## src/rtl/demux_slot_scheduler_if.sv

```systemverilog
// demux_slot_scheduler_if: serial beat valid/ready handshake into the slot scheduler
interface demux_slot_scheduler_if;
  logic in_valid;
  logic in_data;
  logic in_ready;
  modport master(output in_valid, output in_data, input in_ready);
  modport slave(input in_valid, input in_data, output in_ready);
endinterface

```

## src/rtl/demux_slot_scheduler.sv

```systemverilog
// demux_slot_scheduler: round-robin time-division slot sequencer for the 16-way demux (DEMUX_SCHED_SKIP_DISABLED_EN skips disabled channels)
module demux_slot_scheduler #(
  parameter int DWELL_W = 4
) (
  input  logic                       clk,
  input  logic                       rst_n,
  input  logic                       start,
  input  logic                       stop,
  input  logic [15:0]                chan_en_16,
  input  logic [DWELL_W-1:0]         dwell_len,
  demux_slot_scheduler_if.slave      rx,
  output logic [3:0]                 select_4,
  output logic                       data_in_16,
  output logic [15:0]                out_strobe_16,
  output logic                       frame_start,
  output logic                       busy
);
  typedef enum logic {IDLE, RUN} state_t;
  state_t state, state_nxt;
  logic [3:0] cur_ch, nxt_ch, first_ch;
  logic [DWELL_W-1:0] bit_cnt, dwell_eff, dwell_new;
  logic stop_pend, first_beat;
  logic accept, slot_end, wrap, mask_zero, go_run, go_idle;
  logic [15:0] strobe_nxt;
  assign rx.in_ready = state == RUN;
  assign busy = state == RUN;
  assign accept = rx.in_ready && rx.in_valid;
  assign slot_end = accept && bit_cnt == dwell_eff - DWELL_W'(1);
  assign mask_zero = chan_en_16 == 16'h0;
  assign dwell_new = dwell_len == '0 ? DWELL_W'(1) : dwell_len;
`ifdef DEMUX_SCHED_SKIP_DISABLED_EN
  assign strobe_nxt = 16'h1 << cur_ch;
  // next enabled channel strictly above cur_ch with wrap, and lowest enabled for start
  always_comb begin
    nxt_ch = cur_ch;
    first_ch = 4'd0;
    for (int i = 16; i >= 1; i--)
      if (chan_en_16[4'(cur_ch + 4'(i))]) nxt_ch = 4'(cur_ch + 4'(i));
    for (int i = 15; i >= 0; i--)
      if (chan_en_16[i]) first_ch = 4'(i);
  end
  assign wrap = nxt_ch <= cur_ch;
`else
  assign strobe_nxt = chan_en_16[cur_ch] ? 16'h1 << cur_ch : 16'h0;
  assign nxt_ch = cur_ch + 4'd1;
  assign first_ch = 4'd0;
  assign wrap = cur_ch == 4'd15;
`endif
  // state register
  always_ff @(posedge clk or negedge rst_n)
    if (!rst_n) state <= IDLE;
    else state <= state_nxt;
  // next state: start leaves IDLE when a channel is enabled, stop or an empty mask ends RUN at a slot end
  always_comb begin
    state_nxt = state;
    go_run = 1'b0;
    go_idle = 1'b0;
    if (state == IDLE) begin
      go_run = start && !mask_zero;
      state_nxt = go_run ? RUN : IDLE;
    end else begin
      go_idle = slot_end && (stop_pend || stop || mask_zero);
      state_nxt = go_idle ? IDLE : RUN;
    end
  end
  // slot counters, channel pointer and registered demux outputs
  always_ff @(posedge clk or negedge rst_n)
    if (!rst_n) begin
      cur_ch <= 4'd0;
      bit_cnt <= '0;
      dwell_eff <= '0;
      stop_pend <= 1'b0;
      first_beat <= 1'b0;
      select_4 <= 4'd0;
      data_in_16 <= 1'b0;
      out_strobe_16 <= 16'h0;
      frame_start <= 1'b0;
    end else begin
      out_strobe_16 <= 16'h0;
      frame_start <= 1'b0;
      if (go_run) begin
        cur_ch <= first_ch;
        bit_cnt <= '0;
        dwell_eff <= dwell_new;
        first_beat <= 1'b1;
        stop_pend <= 1'b0;
      end
      if (state == RUN && stop) stop_pend <= 1'b1;
      if (accept) begin
        data_in_16 <= rx.in_data;
        select_4 <= cur_ch;
        out_strobe_16 <= strobe_nxt;
        frame_start <= first_beat;
        first_beat <= 1'b0;
        bit_cnt <= bit_cnt + DWELL_W'(1);
      end
      if (slot_end) begin
        bit_cnt <= '0;
        cur_ch <= nxt_ch;
        if (wrap) begin
          first_beat <= 1'b1;
          dwell_eff <= dwell_new;
        end
      end
      if (go_idle) stop_pend <= 1'b0;
    end
endmodule

```

## src/flat_wrapper.sv

```systemverilog
// flat-port wrapper written by rule: the top's interface ports become plain ports
module demux_slot_scheduler_flat 
#(
  parameter int DWELL_W = 4
)
  (clk, rst_n, start, stop, chan_en_16, dwell_len, select_4, data_in_16, out_strobe_16, frame_start, busy, rx_in_valid, rx_in_data, rx_in_ready);
  demux_slot_scheduler_if rx_i ();
  input  logic clk;
  input  logic rst_n;
  input  logic start;
  input  logic stop;
  input  logic [15:0] chan_en_16;
  input  logic [DWELL_W-1:0] dwell_len;
  output logic [3:0] select_4;
  output logic data_in_16;
  output logic [15:0] out_strobe_16;
  output logic frame_start;
  output logic busy;
  input wire logic [$bits(rx_i.in_valid)-1:0] rx_in_valid;
  input wire logic [$bits(rx_i.in_data)-1:0] rx_in_data;
  output wire logic [$bits(rx_i.in_ready)-1:0] rx_in_ready;
  assign rx_i.in_valid = rx_in_valid;
  assign rx_i.in_data = rx_in_data;
  assign rx_in_ready = rx_i.in_ready;
  demux_slot_scheduler #(.DWELL_W(DWELL_W)) u_core (.clk(clk), .rst_n(rst_n), .start(start), .stop(stop), .chan_en_16(chan_en_16), .dwell_len(dwell_len), .rx(rx_i), .select_4(select_4), .data_in_16(data_in_16), .out_strobe_16(out_strobe_16), .frame_start(frame_start), .busy(busy));
endmodule
```

## config.mk

```make
export PLATFORM = sky130hd
export DESIGN_NAME = demux_slot_scheduler_flat
export DESIGN_NICKNAME = d
export VERILOG_FILES = /design/src/rtl/demux_slot_scheduler_if.sv /design/src/rtl/demux_slot_scheduler.sv /design/src/flat_wrapper.sv
export SDC_FILE = /design/constraint.sdc
export NUM_CORES = 1
export LEC_CHECK = 0
export BUFFER_PORTS_ARGS = -buffer_cell sky130_fd_sc_hd__buf_4
export CAP_MARGIN = 10
export CELL_PAD_IN_SITES_DETAIL_PLACEMENT = 0
export CELL_PAD_IN_SITES_GLOBAL_PLACEMENT = 1
export CORE_ASPECT_RATIO = 1.75
export CORE_MARGIN = 3
export CORE_UTILIZATION = 28
export CTS_CLUSTER_SIZE = 28
export DETAILED_ROUTE_END_ITERATION = 12
export PLACE_DENSITY_LB_ADDON = 0.15
export RECOVER_POWER = 25
export SLEW_MARGIN = 0
export SYNTH_ARGS = -nofsm -noshare
export SYNTH_HDL_FRONTEND = slang
export SYNTH_SLANG_ARGS = --single-unit
```

## constraint.sdc

```tcl
create_clock -name clk -period 2.5 [get_ports clk]
set_input_delay 0.5 -clock clk [delete_from_list [all_inputs] [get_ports clk]]
set_output_delay 0.5 -clock clk [all_outputs]
set_load 0.01 [all_outputs]
```

======== Yosys cells after proc, flatten, opt, wreduce, memory -nomap -nowiden ========
Cells that the tools add are included.
word-level totals
  flip-flop bits (word level) ............. 37
  latch bits .............................. 0
  RAM bits ................................ 0
  ROM bits ................................ 0
  input port bits ......................... 26
  output and inout port bits .............. 24
  memories ................................ 0
operators by class
  $add $sub $neg .......................... 3
  multipliers ............................. 0
  divide/modulo/power cells ............... 0
  order comparisons ....................... 1
  equal/unequal tests ..................... 2
  shifts and indexed selects .............. 1
  multiplexer cells ....................... 25
  bitwise operators ....................... 0
  reductions and logical operators ........ 13
operators by type and width
  cell                  number
  $mux 16               2
  $mux 4                8
  $logic_not 16->1      1
  $shl 1x4->16 const A  1
  $mux 1                14
  $add 4x1->4 const B   2
  $reduce_bool 3->1     2
  $logic_and 1x1->1     5
  $lt 4x5->1 const B    1
  $bmux 1 s4            1
  $eq 4x4->1            1
  $eq 4x4->1 const B    1
  $logic_not 4->1       1
  $sub 4x1->4 const B   1
  $logic_or 1x1->1      2
  $reduce_bool 2->1     1
  $logic_not 1->1       1

======== Depth between registers and ports, before layout ========
Gate-level depths: netlist (run 1).
  word-level depth ........................ 8
  gate-level depth with buffers ........... 8
  depth with buffers taken out ............ 7

======== Worst setup path after synthesis (run 1) ========
OpenSTA, ideal clock, no wires.
  kind .................................... input to register
  from .................................... input port chan_en_16[13]
  to ...................................... register u_core.dwell_eff[1]
  library setup time ...................... 0.125 ns
  arrival ................................. 2.116 ns
  required time ........................... 2.375 ns
  slack ................................... 0.259 ns
  cell stages on the path ................. 4
  path through ............................ or4_4 -> o41ai_4 -> o21a_4 -> mux2_4
on the way
  word-level cells in the longest chain between the ends .. 7
ends and longest elaborated chain
  item                  line                         source
  from (decl)           flat_wrapper.sv:12           input logic [15:0] chan_en_16;
  $logic_not 16->1 *    demux_slot_scheduler.sv:29   assign mask_zero = chan_en_16 == 16'h0;
  $logic_not 1->1 *     demux_slot_scheduler.sv:59   go_run = start && !mask_zero;
  $logic_and 1x1->1 *   demux_slot_scheduler.sv:59
  $mux 1 *              demux_slot_scheduler.sv:58   if (state == IDLE) begin
  $mux 4 *              demux_slot_scheduler.sv:81   if (go_run) begin
  $mux 4                demux_slot_scheduler.sv:100  if (wrap) begin
  $mux 4 *              demux_slot_scheduler.sv:97   if (slot_end) begin
  to (signal assigned)  demux_slot_scheduler.sv:84   dwell_eff <= dwell_new;
  to (signal assigned)  demux_slot_scheduler.sv:102  dwell_eff <= dwell_new;
  to (decl)             demux_slot_scheduler.sv:21   logic [DWELL_W-1:0] bit_cnt, dwell_eff, dwell_new;
Every way passes the cells marked *; elsewhere a longest branch is shown, timed or not.
A chain may end at the register's enable or synchronous reset.

======== Final worst setup path (run 1) ========
  from .................................... register u_core.dwell_eff[0]
  to ...................................... register u_core.cur_ch[3]
on the way
  word-level cells in the longest chain between the ends .. 4
  elaborated cells between the ends (all ways) .. 5
  those cells by class .................... add/sub: 1; eq/ne: 1; mux: 1; reduce/logical: 2
ends and longest elaborated chain
  item                                                line                        source
  $sub 4x1->4 *                                       demux_slot_scheduler.sv:28  assign slot_end = accept && bit_cnt == dwell_eff - DWELL_W'(1);
  $eq 4x4->1 *                                        demux_slot_scheduler.sv:28
  $logic_and 1x1->1 *                                 demux_slot_scheduler.sv:28
  $mux 4 / $reduce_bool 2->1 (equally long branches)  --
  to (signal assigned)                                demux_slot_scheduler.sv:82  cur_ch <= first_ch;
  to (signal assigned)                                demux_slot_scheduler.sv:99  cur_ch <= nxt_ch;
  to (decl)                                           demux_slot_scheduler.sv:20  logic [3:0] cur_ch, nxt_ch, first_ch;
Marked as above.

==> results of run 1 <==
==> worst register-to-register path: stages (launching register included) <==
cell	delay (ns)
sky130_fd_sc_hd__dfrtp_1	0.39
sky130_fd_sc_hd__inv_1	0.08
sky130_fd_sc_hd__ha_1	0.30
sky130_fd_sc_hd__xor2_1	0.15
sky130_fd_sc_hd__nand3_1	0.12
sky130_fd_sc_hd__or3_1	0.43
sky130_fd_sc_hd__buf_4	0.18
sky130_fd_sc_hd__or3_1	0.34
sky130_fd_sc_hd__nand3_1	0.09
==> final cells by class <==
| class | instances | area, um^2 | area share [%] |
|---|---|---|---|
| clock buffers | 5 | 68.8 | 2.83 |
| multi-input cells | 115 | 841 | 34.6 |
| clock inverters | 3 | 65.1 | 2.67 |
| repair buffers | 55 | 409 | 16.8 |
| well taps | 80 | 100 | 4.12 |
| inverters | 6 | 22.5 | 0.926 |
| flip-flops and latches | 37 | 926 | 38.1 |
==> layer usage <==
| metal | global-route usage [%] | vias up | share of wire (%) |
|---|---|---|---|
| met5 | 0 | - | 0 |
| met4 | 4.47 | 0 | 1.6 |
| met3 | 3.30 | 5 | 7.2 |
| met2 | 22.9 | 51 | 55 |
| met1 | 14.2 | 689 | 37 |
| li1 | - | 679 | - |
==> stage by stage <==
stage               utilization [%]  hold slack, ns  cell area, um^2  power (W)
finish                         39.1           0.412             2430    0.00225
global route                   39.1           0.415             2430    0.00242
CTS                            39.1           0.172             2440    0.00230
detailed placement             37.0           0.472             2300    0.00168
global placement               37.0           0.463             2300    0.00167
floorplan                         -           0.204             1820    0.00138
==> cell usage after synthesis (3+ instances only) <==
cell	instances	area (um^2)
sky130_fd_sc_hd__clkbuf_1	4	15.0
sky130_fd_sc_hd__o21ai_0	7	35.0
sky130_fd_sc_hd__nand2_1	24	90.1
sky130_fd_sc_hd__mux4_2	3	67.6
sky130_fd_sc_hd__xnor2_1	4	35.0
sky130_fd_sc_hd__nor2_1	5	18.8
sky130_fd_sc_hd__and3_1	3	18.8
sky130_fd_sc_hd__mux2_4	4	60.1
sky130_fd_sc_hd__and2_1	13	81.3
sky130_fd_sc_hd__ha_1	8	100
sky130_fd_sc_hd__a21oi_1	6	30.0
sky130_fd_sc_hd__nor3_1	7	35.0
sky130_fd_sc_hd__nand3_1	10	50.1
sky130_fd_sc_hd__or4_4	3	33.8
sky130_fd_sc_hd__inv_1	6	22.5
sky130_fd_sc_hd__dfrtp_1	37	926
==> worst min path at each step <==
stage | endpoint | slack, ns
2_1_floorplan | u_core.bit_cnt[0]$_DFFE_PN0P_ | 0.20
3_3_place_gp | u_core.data_in_16$_DFFE_PN0P_ | 0.46
3_5_place_dp | u_core.first_beat$_DFF_PN0_ | 0.47
4_1_cts | u_core.select_4[1]$_DFFE_PN0P_ | 0.17
5_1_grt | u_core.data_in_16$_DFFE_PN0P_ | 0.41
6_report | u_core.data_in_16$_DFFE_PN0P_ | 0.41
==> power by group through the flow <==
stage | clock (W) | sequential [W] | combinational, W
floorplan | 0 | 0.000842 | 0.000539
global placement | 0 | 0.000855 | 0.000811
detailed placement | 0 | 0.000859 | 0.000816
CTS | 0.000628 | 0.000848 | 0.000821
global route | 0.000659 | 0.000865 | 0.000898
finish | 0.000607 | 0.000846 | 0.000800
==> registers in the layout, indices dropped and copies added (netlist names) <==
name and flops:
u_core.data_in_16 1, u_core.frame_start 1, u_core.stop_pend 1, u_core.busy 1
u_core.select_4 4, u_core.dwell_eff 4, u_core.bit_cnt 4, u_core.cur_ch 4
u_core.out_strobe_16 16, u_core.first_beat 1
==> logic make-up (layout without fill, tap and decap cells) <==
family                     count (synthesis)  count (layout)  synth area share, %
AOI/OAI and AO/OA                         17              17                 6.88
xor gates and xnor gates                   6               6                 2.89
adders and majority gates                  8               8                 5.50
buffers and inverters                     12              69                 2.89
DFF                                       37              37                 50.9
muxes                                     10              10                 9.56
and+or+nand+nor                           74              74                 21.4
==> run_results.csv, run 1 <==
group,metric,value,unit
yosys,async_reset_ff_share,100,%
sta,rsz_0062_raised_after_global_routing,"false",
drt,drt-vias-per-instance,4.73,
drt,dr.first_iter.drc_count,52,
setup_path,endpoint_kind,"register",
cts,cts_repair_resize_count,0,
place,placed_cells,293,
min_path,hold_path.class,"input pin to register",
yosys,post_synthesis_sequential_area_ratio,50.9,%
yosys,synth.lib_cells_used.distinct,32,
sta,min_period_over_period,85.3,%
setup_path,crit_arrival,2.36,ns
drt,drc_errors,0,
setup_path,cp_slowest_stage_delay,0.43,ns
drt,num_vias,1424,
yosys,synth-edff-count,0,
cells_and_area,num-nets-final,254,
floorplanning,core_area,6230,um^2
power,peakVddDrop,0.000350,V
cells_and_area,stdcell_count,301,
power,internal_power,0.00153,W
power,pwr_density_cell,927,nW/um^2
cells_and_area,layout_commonest_cell,"sky130_fd_sc_hd__buf_4",
power,clock_share_of_power,26.9,%
cells_and_area,drive_above_1_share,34.8,%
sta,timing.final.crit_period,2.13,ns
place,dpl_worst_slack,0.236,ns
sta,setup-violations-final,0,
setup_path,endpoint,"u_core.cur_ch[3]$_DFFE_PN0P_",
setup_path,rr_endpoint,"u_core.cur_ch[3]$_DFFE_PN0P_",
power,swShare,32.1,%
sta,fin_skew,0.00748,ns
sta,worst_slack,0.368,ns
job,drv_cap,1,
global_route,antenna_found_initial,0,
floorplanning,die_w,66.9,um
yosys,yosys_warnings,0,
cts,clk_pin_slew_worst_paths,0.07,ns
outcome,violations,"max-capacitance violations, max-slew violations",
outcome,run_status,"finished with violations",
setup_path,worstReg2RegStart,"u_core.dwell_eff[0]$_DFF_PN0_",
drt,dr.pass1.iters,4,
cts,clock_path_buffers,2,
floorplanning,start_util,29.2,%
setup_path,ff2ff_path_depth,8,
setup_path,maximum_fanout_along_the_worst_path,5,
yosys,synth_top_flop_cell,"sky130_fd_sc_hd__dfrtp_1",
cells_and_area,layout_common_cells,"54 x sky130_fd_sc_hd__buf_4, 37 x sky130_fd_sc_hd__dfrtp_1, 24 x sky130_fd_sc_hd__nand2_1, 13 x sky130_fd_sc_hd__and2_1, 10 x sky130_fd_sc_hd__nand3_1",
yosys,post_synthesis_instance_area,1820,um^2
sta,fin_tns_setup,0,ns
setup_path,timing.critical_path.required,2.73,ns
floorplanning,fp-row-count,38,
cts,clock-root-buffer,"sky130_fd_sc_hd__clkbuf_8",
setup_path,setup.worst_path.start,"u_core.dwell_eff[0]$_DFF_PN0_",
yosys,synth.avg_cell_area,11.1,um^2
setup_path,critical_path.cell_chain,"inv_1, ha_1, xor2_1, nand3_1, or3_1, buf_4, or3_1, nand3_1",
cts,cts_max_level,2,
yosys,ys_seq_elements,37,
place,buffer_ports.inserted,49,
sta,timing.final.max_slew_violations,38,
cts,count_of_clock_tree_sinks,37,
sta,max_freq,469,MHz
cts,cts.hold.buffers_added,0,
setup_path,critPathSlowestCell,"sky130_fd_sc_hd__or3_1",
setup_path,crit_path_start_kind,"register",
floorplanning,top_level_ports,50,
power,power.combinational.fraction,35.5,%
min_path,min_path_cells,3,
drt,detail_route.wirelength,4460,um
cells_and_area,area.growth.synth_to_final,33.7,%
yosys,synth.net_count,198,
sta,finalHoldViolCount,0,
global_route,grt_start_max_net_pins,38,
setup_path,cp.buffers_inverters,2,
floorplanning,fp.dieH,113,um
place,finalWeightedCongestion,0.875,
power,p_seq_share,37.5,%
setup_path,worstSetupPathType,"register to register",
place,dpl.hpwl,3610,um
cts,tritoncts_clock_tree,"done",
setup_path,rrSetupSlack,0.37,ns
min_path,holdCritStartpoint,"rx_in_data",
cells_and_area,filler_cell_count,626,
cells_and_area,number_of_antenna_repair_diodes,0,
setup_path,worstSetupPathDepth,8,
cts,cts-buffers-inserted,5,
global_route,grt_first_pass_wirelength,7180,um
global_route,overall_overflow_remaining_after_global_route,0,
cts,worstSkewPairLatency,0.29,ns
floorplanning,area_of_the_die,7540,um^2
sta,timing.max_slew.rel_slack,-27.8,%
global_route,grt_pass1_vias,1451,
power,p_leak,1.20,nW
cts,cts_setup_buffers,0,
drt,route.antenna.remaining_nets,0,
yosys,synth_cells,164,
sta,worst_slew_pin_tran,1.92,ns
setup_path,dominant_delay_contributor_by_cell_family_on_the_critical_path,"simple AND/OR/NAND/NOR gates",
drt,wl_per_cell,14.8,um
power,total_switching_power,0.000724,W
global_route,track_usage,12.8,%
Note: power is estimated with default switching activity, not from simulation.
==> run 2: changes to the inputs <==
Settings changed: BUFFER_PORTS_ARGS -buffer_cell sky130_fd_sc_hd__buf_4 to default, DONT_BUFFER_PORTS from default to 1.
==> run 2 against run 1 <==
  * The flow still finishes with violations (max-capacitance violations, max-slew violations)
  * Wire length shrank 3.9%
  * Cell count down 16%
  * Sequential share of layout area up 7.5 points
  * Clock-buffer cell count up 2
  * Clock skew fell by 0.0044 ns
  * Worst hold slack got worse by 0.090 ns
  * Combinational power fell by 14%
  * Final area is 16% lower
  * Die area is the same
  * Fmax rose by 1.7%
  * Worst setup slack better by 0.035 ns
  * Register-to-register slack gained 0.04 ns
  * Highest routed layer unchanged
==> run_results.csv, run 2 (same netlist as run 1, synthesis figures left out) <==
group,metric,value,unit
cells_and_area,largest_register_ffs,16,
setup_path,crit_arrival,2.32,ns
power,total_switching_power,0.000695,W
job,drv_cap,1,
place,dpl.hpwl,3430,um
cts,cts_max_level,2,
drt,drc_errors,0,
power,p_leak,0.939,nW
sta,min_period_over_period,83.9,%
sta,worst_slew_pin_tran,1.95,ns
global_route,grt_start_max_net_pins,38,
drt,num_vias,1241,
sta,fin_skew,0.00307,ns
sta,fin_tns_setup,0,ns
sta,rsz_0062_raised_after_global_routing,"false",
cts,worstSkewPairLatency,0.28,ns
global_route,track_usage,12.2,%
cells_and_area,drive_above_1_share,16.3,%
outcome,violations,"max-capacitance violations, max-slew violations",
sta,hold-worst-slack,0.322,ns
power,internal_power,0.00130,W
cells_and_area,area.growth.synth_to_final,11.7,%
cells_and_area,num-nets-final,205,
setup_path,crit_path_start_kind,"register",
outcome,run_status,"finished with violations",
cts,cts-buffers-inserted,5,
sta,setup-violations-final,0,
cells_and_area,layout_common_cells,"37 x sky130_fd_sc_hd__dfrtp_1, 24 x sky130_fd_sc_hd__nand2_1, 13 x sky130_fd_sc_hd__and2_1, 10 x sky130_fd_sc_hd__nand3_1, 8 x sky130_fd_sc_hd__ha_1",
global_route,grt_first_pass_wirelength,6840,um
power,clock_share_of_power,22.5,%
min_path,hold_path.class,"input pin to register",
floorplanning,area_of_the_die,7540,um^2
cts,clock_path_buffers,2,
drt,detail_route.wirelength,4280,um
cts,tritoncts_clock_tree,"done",
drt,dr.pass1.iters,4,
cts,count_of_clock_tree_sinks,37,
place,buffer_ports.inserted,0,
cells_and_area,registers.top_by_ff_count,"u_core.out_strobe_16",
cts,clock-root-buffer,"sky130_fd_sc_hd__clkbuf_8",
cells_and_area,layout_commonest_cell,"sky130_fd_sc_hd__dfrtp_1",
floorplanning,top_level_ports,50,
power,peakVddDrop,0.000368,V
drt,drt-vias-per-instance,4.92,
setup_path,worstSetupPathType,"register to register",
sta,timing.final.crit_period,2.10,ns
floorplanning,die_w,66.9,um
cells_and_area,number_of_antenna_repair_diodes,0,
power,pwr_density_cell,983,nW/um^2
setup_path,endpoint_kind,"register",
sta,timing.max_slew.rel_slack,-30.2,%
drt,dr.first_iter.drc_count,57,
cts,cts_repair_resize_count,0,
sta,finalHoldViolCount,0,
floorplanning,core_area,6230,um^2
setup_path,timing.critical_path.required,2.72,ns
global_route,grt_pass1_vias,1343,
power,p_seq_share,43.2,%
place,finalWeightedCongestion,0.811,
drt,wl_per_cell,17.0,um
sta,timing.final.max_slew_violations,38,
power,swShare,34.8,%
global_route,antenna_found_initial,0,
cts,clk_pin_slew_worst_paths,0.07,ns
drt,route.antenna.remaining_nets,0,
floorplanning,fp.dieH,113,um
floorplanning,start_util,29.2,%
power,finalPower,0.00200,W
floorplanning,fp-row-count,38,
setup_path,maximum_fanout_along_the_worst_path,7,
sta,max_freq,477,MHz
global_route,overall_overflow_remaining_after_global_route,0,
power,power.combinational.fraction,34.3,%
==> run 2: routing by layer <==
layer,track usage [%],wire (um),part of all wire (%)
met1,12.2,1520,36
met2,21.8,2260,53
met3,5.21,439,10
met4,4.47,58,1.4
met5,0,0,0
==> run 2: final timing paths <==
kind                                          startpoint                              to  slack (ns)  depth (start not counted)
max                        u_core.dwell_eff[0]$_DFF_PN0_    u_core.cur_ch[3]$_DFFE_PN0P_        0.40                          8
min                                           rx_in_data   u_core.data_in_16$_DFFE_PN0P_        0.32                          2
max reg2reg                u_core.dwell_eff[0]$_DFF_PN0_    u_core.cur_ch[3]$_DFFE_PN0P_        0.40                          8
min reg2reg                  u_core.first_beat$_DFF_PN0_     u_core.first_beat$_DFF_PN0_        0.48                          2
max in group asynchronous                          rst_n  u_core.select_4[3]$_DFFE_PN0P_        0.62                          1
min in group asynchronous                          rst_n  u_core.select_4[1]$_DFFE_PN0P_        0.76                          1
==> run 2: per-stage QoR <==
step	worst slack, ns	utilization (%)	cells	instance area, um^2
2_1_floorplan	0.259	-	164	1820
3_3_place_gp	0.372	30.9	243	1930
3_5_place_dp	0.349	30.9	243	1930
4_1_cts	0.383	32.9	252	2050
5_1_grt	0.156	32.6	252	2030
6_report	0.403	32.6	252	2030
==> run 2: power groups by stage <==
stage | Clock, W | Combinational (W) | Sequential, W
2_1_floorplan | 0 | 0.000539 | 0.000842
3_3_place_gp | 0 | 0.000673 | 0.000874
3_5_place_dp | 0 | 0.000687 | 0.000877
4_1_cts | 0.000473 | 0.000706 | 0.000865
5_1_grt | 0.000492 | 0.000775 | 0.000883
6_report | 0.000449 | 0.000686 | 0.000862
==> run 2: final cells by class <==
cell class	instances	area [um^2]
flip-flops and latches	37	926
fillers	651	4200
multi-input cells	115	841
repair buffers	6	41.3
clock inverters	1	5.00
inverters	6	22.5
clock buffers	7	96.3
well taps	80	100
==> run 2: critical path, stage by stage, from the launching register on <==
cell and delay [ns]:
sky130_fd_sc_hd__dfrtp_1 0.39, sky130_fd_sc_hd__inv_1 0.07, sky130_fd_sc_hd__ha_1 0.30, sky130_fd_sc_hd__xor2_1 0.16
sky130_fd_sc_hd__nand3_1 0.12, sky130_fd_sc_hd__or3_1 0.39, sky130_fd_sc_hd__buf_4 0.18, sky130_fd_sc_hd__or3_1 0.34
sky130_fd_sc_hd__nand3_1 0.08
==> run 2: what timing repair did <==
action	in CTS	in global routing
buffers inserted	0	0
hold endpoints to repair	37	0
hold buffers	1	0
